===== config.mk =====
export PLATFORM = sky130hd
export DESIGN_NAME = mix_pipe
export DESIGN_NICKNAME = d
export VERILOG_FILES = /design/src/rtl/siaminer_pkg.sv /design/src/rtl/mix_pipe_mix_half.sv /design/src/rtl/mix_pipe.sv
export SDC_FILE = /design/constraint.sdc
export NUM_CORES = 2
export LEC_CHECK = 0
export CAP_MARGIN = 40
export CORE_MARGIN = 2
export CORE_UTILIZATION = 50
export CTS_BUF_LIST = sky130_fd_sc_hd__clkbuf_2 sky130_fd_sc_hd__clkbuf_4 sky130_fd_sc_hd__clkbuf_8
export DETAILED_ROUTE_END_ITERATION = 7
export PLACE_DENSITY_LB_ADDON = 0.2
export SKIP_CTS_REPAIR_TIMING = 1
export SYNTH_ARGS = -nofsm -noshare
export SYNTH_HDL_FRONTEND = slang
export SYNTH_SLANG_ARGS = --single-unit
export TNS_END_PERCENT = 50

===== constraint.sdc =====
create_clock -name clk -period 20.4 [get_ports clk]
set_input_delay 3.06 -clock clk [delete_from_list [all_inputs] [get_ports clk]]
set_output_delay 3.06 -clock clk [all_outputs]
set_load 0.02 [all_outputs]

===== src/rtl/siaminer_pkg.sv =====
// siaminer_pkg
//   Shared constants and helpers for the siaminer hashing core.
//   - B2B_* : BLAKE2b word width and G rotation amounts
//   - B2S_* : BLAKE2s word width and G rotation amounts
//   - ror() : rotate-right of the low 'width' bits of a 64-bit container
package siaminer_pkg;

  localparam int B2B_W  = 64;
  localparam int B2B_R1 = 32;
  localparam int B2B_R2 = 24;
  localparam int B2B_R3 = 16;
  localparam int B2B_R4 = 63;

  localparam int B2S_W  = 32;
  localparam int B2S_R1 = 16;
  localparam int B2S_R2 = 12;
  localparam int B2S_R3 = 8;
  localparam int B2S_R4 = 7;

  // Words up to 64 bits travel in a 64-bit container; bits above 'width'
  // are ignored on input and returned as zero.
  function automatic logic [63:0] ror(input logic [63:0] value,
                                      input int unsigned amount,
                                      input int unsigned width = 64);
    logic [63:0] mask;
    logic [63:0] v;
    mask = (width >= 64) ? '1 : ((64'd1 << width) - 64'd1);
    v    = value & mask;
    return ((v >> amount) | (v << (width - amount))) & mask;
  endfunction

endpackage


===== src/rtl/mix_pipe_mix_half.sv =====
// mix_half
//   Combinational half of the BLAKE2 G function:
//     a += b + m; d = ror(d ^ a, RA); c += d; b = ror(b ^ c, RB)
//   Ports:
//     a, b, c, d, m               in   W  working words and message word
//     a_mix, b_mix, c_mix, d_mix  out  W  mixed words
module mix_half
  import siaminer_pkg::*;
#(
  parameter int W  = B2B_W,
  parameter int RA = B2B_R1,
  parameter int RB = B2B_R2
) (
  input  logic [W-1:0] a,
  input  logic [W-1:0] b,
  input  logic [W-1:0] c,
  input  logic [W-1:0] d,
  input  logic [W-1:0] m,
  output logic [W-1:0] a_mix,
  output logic [W-1:0] b_mix,
  output logic [W-1:0] c_mix,
  output logic [W-1:0] d_mix
);

  always_comb begin
    a_mix = a + b + m;
    d_mix = W'(ror(64'(d ^ a_mix), RA, W));
    c_mix = c + d_mix;
    b_mix = W'(ror(64'(b ^ c_mix), RB, W));
  end

endmodule


===== src/rtl/mix_pipe.sv =====
// mix_pipe
//   Pipelined BLAKE2 G mixing function with valid/ready handshake and a tag
//   sideband. PIPE=2 registers the state after the first half-G (latency 2),
//   PIPE=1 computes the full G into the output register (latency 1).
//   Ports:
//     clk, rst                     clock, synchronous active-high reset
//     in_valid/in_ready            input handshake
//     in_tag                       opaque id returned with the result
//     a_in, b_in, c_in, d_in       working words Va..Vd
//     x_in, y_in                   message words for the two half-G steps
//     out_valid/out_ready          output handshake
//     out_tag                      tag of the presented result
//     a_out, b_out, c_out, d_out   mixed working words
module mix_pipe
  import siaminer_pkg::*;
#(
  parameter int W     = B2B_W,
  parameter int R1    = B2B_R1,
  parameter int R2    = B2B_R2,
  parameter int R3    = B2B_R3,
  parameter int R4    = B2B_R4,
  parameter int PIPE  = 2,
  parameter int TAG_W = 4
) (
  input  logic             clk,
  input  logic             rst,
  input  logic             in_valid,
  output logic             in_ready,
  input  logic [TAG_W-1:0] in_tag,
  input  logic [W-1:0]     a_in,
  input  logic [W-1:0]     b_in,
  input  logic [W-1:0]     c_in,
  input  logic [W-1:0]     d_in,
  input  logic [W-1:0]     x_in,
  input  logic [W-1:0]     y_in,
  output logic             out_valid,
  input  logic             out_ready,
  output logic [TAG_W-1:0] out_tag,
  output logic [W-1:0]     a_out,
  output logic [W-1:0]     b_out,
  output logic [W-1:0]     c_out,
  output logic [W-1:0]     d_out
);

  // Parameter legality, caught at elaboration.
  if (PIPE != 1 && PIPE != 2) begin : g_bad_pipe
    $error("mix_pipe: PIPE must be 1 or 2");
  end
  if (W < 2 || W > 64) begin : g_bad_w
    $error("mix_pipe: W must be in 2..64");
  end
  if (TAG_W < 1) begin : g_bad_tag
    $error("mix_pipe: TAG_W must be >= 1");
  end
  if (R1 < 1 || R1 > W-1 || R2 < 1 || R2 > W-1 ||
      R3 < 1 || R3 > W-1 || R4 < 1 || R4 > W-1) begin : g_bad_rot
    $error("mix_pipe: rotation amounts must be in 1..W-1");
  end

  // First half-G, always driven straight from the input operands.
  logic [W-1:0] h1_a, h1_b, h1_c, h1_d;

  mix_half #(.W(W), .RA(R1), .RB(R2)) u_half1 (
    .a     (a_in),
    .b     (b_in),
    .c     (c_in),
    .d     (d_in),
    .m     (x_in),
    .a_mix (h1_a),
    .b_mix (h1_b),
    .c_mix (h1_c),
    .d_mix (h1_d)
  );

  // Operands feeding the second half-G: either the stage-1 register or the
  // first half-G output directly.
  logic [W-1:0]     s_a, s_b, s_c, s_d, s_y;
  logic [TAG_W-1:0] s_tag;
  logic             s_valid;
  logic             en_out;

  // Output stage accepts when empty or when its current result leaves.
  assign en_out = ~out_valid | out_ready;

  if (PIPE == 2) begin : g_pipe2
    logic [W-1:0]     st_a_reg, st_b_reg, st_c_reg, st_d_reg, st_y_reg;
    logic [TAG_W-1:0] st_tag_reg;
    logic             st_valid_reg;
    logic             en_st;

    assign en_st    = ~st_valid_reg | en_out;
    assign in_ready = en_st & ~rst;

    always_ff @(posedge clk) begin
      if (rst) begin
        st_valid_reg <= 1'b0;
      end else if (en_st) begin
        st_valid_reg <= in_valid;
      end
    end

    // Data only, no reset: contents are meaningless while st_valid_reg=0.
    always_ff @(posedge clk) begin
      if (in_ready && in_valid) begin
        st_a_reg   <= h1_a;
        st_b_reg   <= h1_b;
        st_c_reg   <= h1_c;
        st_d_reg   <= h1_d;
        st_y_reg   <= y_in;
        st_tag_reg <= in_tag;
      end
    end

    assign s_a     = st_a_reg;
    assign s_b     = st_b_reg;
    assign s_c     = st_c_reg;
    assign s_d     = st_d_reg;
    assign s_y     = st_y_reg;
    assign s_tag   = st_tag_reg;
    assign s_valid = st_valid_reg;
  end else begin : g_pipe1
    assign in_ready = en_out & ~rst;
    assign s_a      = h1_a;
    assign s_b      = h1_b;
    assign s_c      = h1_c;
    assign s_d      = h1_d;
    assign s_y      = y_in;
    assign s_tag    = in_tag;
    assign s_valid  = in_valid;
  end

  logic [W-1:0] f_a, f_b, f_c, f_d;

  mix_half #(.W(W), .RA(R3), .RB(R4)) u_half2 (
    .a     (s_a),
    .b     (s_b),
    .c     (s_c),
    .d     (s_d),
    .m     (s_y),
    .a_mix (f_a),
    .b_mix (f_b),
    .c_mix (f_c),
    .d_mix (f_d)
  );

  // Output register. Holds everything while stalled (en_out=0), so the
  // presented result stays stable until it is taken.
  always_ff @(posedge clk) begin
    if (rst) begin
      out_valid <= 1'b0;
      out_tag   <= '0;
      a_out     <= '0;
      b_out     <= '0;
      c_out     <= '0;
      d_out     <= '0;
    end else if (en_out) begin
      out_valid <= s_valid;
      if (s_valid) begin
        out_tag <= s_tag;
        a_out   <= f_a;
        b_out   <= f_b;
        c_out   <= f_c;
        d_out   <= f_d;
      end
    end
  end

endmodule

Word level (Yosys, flattened, before mapping)
Index checks and enable logic that the tools add are counted.

word-level totals
  input bits = 392
  flip-flop bits (word level) = 586

operators by class
  add/subtract/negate cells = 6
  bitwise gates (word level) = 14
  reductions and logical operators = 2

operator list
  kind                 count
  $add A64 B64 Y64     6
  $xor A64 B64 Y64     4
  $or A1 B64 Y64       1
  $or A32 B64 Y64      1
  $or A40 B64 Y64      1
  $or A48 B64 Y64      1
  $not A1 Y1           3
  $or A1 B1 Y1         2
  $reduce_and A2 Y1    1
  $and A1 B1 Y1        1
  $logic_and A1 B1 Y1  1

Depth between registers and ports, before layout
  word-level depth = 7
  mapped depth = 29
  gate-level depth less buffers = 27

Cells and area by module
Synthesis repeated with hierarchy kept, for this count alone.

unflattened totals
  cells, all modules = 4029
  area total of the unflattened synthesis = 41169.5 um^2

by module, submodules not included
  module              cells an instance  area each (um^2)  seq. area each (um^2)  times used
  mix_pipe            1461               21403.0           14974.4                1
  mix_half (u_half2)  1324               10088.4           0.0                    1
  mix_half (u_half1)  1244               9678.0            0.0                    1

Worst setup path before layout
OpenSTA, ideal clock, no wires.

  path kind = in2reg
  start point = input rst
  end point = register g_pipe2.st_a_reg[0], enable pin
  slack = 8.501 ns
  required time = 19.674 ns
  setup time = 0.726 ns
  arrival = 11.173 ns
  stages = 4
  cells stage by stage = clkbuf_1 clkbuf_1 a21oi_1 and2_1

between the ends
  longest elaborated chain between the ends = 3

ends and longest elaborated chain
  what                    line             text
  start: declaration      mix_pipe.sv:26   input logic rst,
  $not A1 Y1              mix_pipe.sv:92   assign in_ready = en_st & ~rst;
  $and A1 B1 Y1           mix_pipe.sv:92
  named net in_ready      mix_pipe.sv:28   output logic in_ready,
  $logic_and A1 B1 Y1     mix_pipe.sv:104  if (in_ready && in_valid) begin
  end signal: assignment  mix_pipe.sv:105  st_a_reg <= h1_a;
  end: declaration        mix_pipe.sv:86   logic [W-1:0] st_a_reg, st_b_reg, st_c_reg, st_d_reg, st_y_reg;

The timed path passes the listed nets, and every way through them passes these cells.
A chain may end at the register's enable or synchronous reset.

Final worst setup path
  start point = input b_in[1]
  end point = register g_pipe2.st_b_reg[32] (data pin)

between the ends
  longest elaborated chain between the ends = 7

ends and longest elaborated chain
  what                            line                     text
  start: declaration              mix_pipe.sv:31           input logic [W-1:0] b_in,
  $add A64 B64 Y64 (2 in series)  mix_pipe_mix_half.sv:26  a_mix = a + b + m;
  named net h1_a[32]              mix_pipe.sv:61           logic [W-1:0] h1_a, h1_b, h1_c, h1_d;
  $xor A64 B64 Y64                mix_pipe_mix_half.sv:27  d_mix = W'(ror(64'(d ^ a_mix), RA, W));
  $or A32 B64 Y64                 siaminer_pkg.sv:29       return ((v >> amount) | (v << (width - amount))) & mask;
  named net h1_d[0]               mix_pipe.sv:61
  $add A64 B64 Y64                mix_pipe_mix_half.sv:28  c_mix = c + d_mix;
  $xor A64 B64 Y64                mix_pipe_mix_half.sv:29  b_mix = W'(ror(64'(b ^ c_mix), RB, W));
  $or A40 B64 Y64                 siaminer_pkg.sv:29
  named net h1_b[32]              mix_pipe.sv:61
  end signal: assignment          mix_pipe.sv:106          st_b_reg <= h1_b;
  end: declaration                mix_pipe.sv:86

The timed path passes the listed nets, and every way through them passes these cells.

==> summary.md <==
| Metric | Value |
|---|---|
| Run status | `complete, no violations` |
| Synth warnings | `0` |
| Initial antenna violation count | `17` |
| Final Hold Violating Endpoints | `0` |
| Register area share after synthesis | `a little under two fifths` |
| Top post-synthesis cells by area | `edfxtp_1 25%, dfxtp_1 13%, ha_1 8.0%` |
| H-Tree Depth | `3` |
| RSZ-0062 raised after global routing | `false` |
| Synth top area share | `24.85%` |
| Endpoints failing setup | `0` |
| EDFF count, synth | `324` |
| Cell taking the most area after synthesis | `edfxtp_1` |
| Number of DRC markers in iteration 0 | `4683` |
| Max Cap Viol | `0` |
| Clock Pin Slew Worst Setup and Hold Paths | `0.06 ns` |
| Initial Util | `between 50 and 60%` |
| Final Wtd Congestion | `1.077` |
| Total grt overflow | `0` |
| Clock Root Buffer | `clkbuf_8` |
| Fill cell count | `around 6600` |
| Count of final max-slew check failures | `0` |
| Later-pin clock latency in the skew report | `0.74 ns` |
| Worst slew margin relative to its limit | `30.72%` |
| Max Clock Skew | `between 0.04 and 0.05 ns` |
| Post-synth net total | `4868` |
| CTS tree | `yes` |
| Share of layout cells above drive strength 1 | `5.184%` |
| Primary FF master, synth | `edfxtp_1` |
| Post-Route Setup TNS | `0 ns` |
| Core area | `about 0.077 sq mm` |
| Final period util | `53.90%` |
| Critical Path End Type | `register` |
| Fin nets | `between 5000 and 6000` |
| Slew @ Worst Pin | `1.032 ns` |
| CP Launch Type | `input pin` |
| Sequential Area | `~0.015 sq mm` |
| Area Growth Syn to Fin | `24.58%` |
| I/O pin count | `654` |
| Die area | `0.08056 sq mm` |
| Std cell rows | `102` |
| Yosys cell types | `between 80 and 90` |
| Max Clk Rate | `roughly 91 MHz` |
| Post-Syn Instances | `4095` |
| Crit path max fanout | `6` |
| Synth cell count leaders | `461 x nand2_1, 431 x a21oi_1, 360 x nor2_1` |
| Min-Delay Path Class | `register to register` |
| Worst-case clock buffer depth | `3` |
| Area of the multi-input gates | `0.02311 sq mm` |
| Mapped cell area | `0.03915 sq mm` |
| Pin count of the biggest net entering global routing | `210` |
| Num CTS Buffers | `100` |
| First-pass GRT wire length | `roughly 240 mm` |
| Drt total wl | `172.1 mm` |
| Count leader, synth | `nand2_1` |
| HPWL Detailed | `145.5 mm` |
| Global-route usage over all layers | `41.55%` |
| Fraction of registers with async set/reset | `0%` |
| Critical path type | `input pin to register` |
| Chip Height | `283.8 um` |
| ANT nets after route | `0` |
| First drt pass iteration count | `6` |
| Die width | `283.8 um` |
| Vias in the first global route | `33360` |
| Crit path time final | `11.00 ns` |
| Via density | `approximately 6.2` |
| Avg Cell Area, Syn | `9.561 sq um` |
| Critical Path AT | `11.46 ns` |
| Port Buffers | `653` |
| Yosys reg bits | `just under 600` |
| Wire per inst | `29.60 um` |
| Via Count | `35960` |
| DRC | `0` |
| WP data required | `20.86 ns` |
| CTS sink count | `586` |
logic make-up (layout without fill, tap and decap cells):
logic type,count (synthesis),after routing,synth area share (%)
compound gates,1134,1134,18.36
xor+xnor,493,493,11.93
fa+ha+maj,381,381,14.67
buf+inv,286,956,2.787
flops,586,586,38.24
mux,10,10,0.2684
other cells,0,8,0
simple gates,1205,1205,13.74
final timing paths:
| kind | end | cells past startpoint | slack, ns | startpoint |
|---|---|---|---|---|
| min reg2reg | c_out[45]$_SDFFE_PP0P_ | 2 | 0.45 | c_out[45]$_SDFFE_PP0P_ |
| min | c_out[45]$_SDFFE_PP0P_ | 2 | 0.45 | c_out[45]$_SDFFE_PP0P_ |
| max | g_pipe2.st_b_reg[32]$_DFFE_PP_ | 27 | 9.40 | b_in[1] |
| max reg2reg | b_out[42]$_SDFFE_PP0P_ | 20 | 12.13 | g_pipe2.st_b_reg[22]$_DFFE_PP_ |
placed cells by master (no fill, tap or decap), drive strengths merged, types with 40 or more instances in the layout:
cell | netlist | layout
dfxtp | 262 | 262
a211oi | 93 | 93
xnor2 | 214 | 214
a21o | 133 | 133
fa | 130 | 130
clkdlybuf4s50 | 0 | 652
clkbuf | 182 | 143
nor2 | 360 | 360
ha | 251 | 251
nand2 | 461 | 461
inv | 82 | 87
edfxtp | 324 | 324
xor2 | 254 | 254
o21ai | 168 | 168
nand3 | 60 | 60
nor3 | 94 | 94
o21bai | 58 | 58
nand4 | 74 | 74
o21a | 40 | 40
a21oi | 432 | 432
cell type report:
type / count / share of cell area, %
Timing Repair Buffer: 686 / 14.06
Clock inverter: 46 / 0.9337
Antenna cell: 8 / 0.04104
Clock buffer: 142 / 3.596
Sequential cell: 586 / 30.70
Tap cell: 1040 / 2.668
Inverter: 82 / 0.6310
Multi-Input combinational cell: 3223 / 47.37
metal layers:
layer / vias to the layer above / part of all wire [%] / GRT usage, %
met4: 8 / 6.4 / 23.41
li1: 15980 / - / -
met2: 2204 / 42 / 60.70
met5: - / 0.030 / 0
met3: 373 / 11 / 7.926
met1: 17400 / 41 / 57.78
critical path, stage by stage:
cell and delay, ns:
clkdlybuf4s50_1 0.55, inv_1 0.08, fa_1 0.46, inv_1 0.09
ha_1 0.24, a211oi_1 0.52, o21ai_0 0.32, a21oi_1 0.35
o221ai_1 0.20, a211oi_1 0.47, o31a_1 0.38, o31a_1 0.20
xnor2_1 0.36, xor2_1 0.26, ha_1 0.24, inv_1 0.08
fa_1 0.44, nand2b_1 0.21, a21o_1 0.23, a211oi_2 0.43
o21ai_1 0.20, or4b_4 0.55, a2111oi_4 0.48, o211ai_2 0.19
a21oi_4 0.25, nor4_1 0.08, or4b_1 0.53
metrics by stage:
stage          setup WS, ns  std cells  util, %  hold WS (ns)  cell area (sq um)
6_report              9.404       5813    62.97        0.4510              48780
5_1_grt               9.154       5807    62.95        0.4719              48760
4_1_cts               9.723       5804    62.93        0.4538              48750
3_5_place_dp          8.991       5616    60.08        0.4455              46540
3_3_place_gp          8.898       5597    59.82        0.4409              46340
2_1_floorplan         8.501       4095        -        0.4713              39150
Power is left out: the tool's default activity adds up to more than one toggle a clock period on the data nets, which glitch-free logic cannot reach.
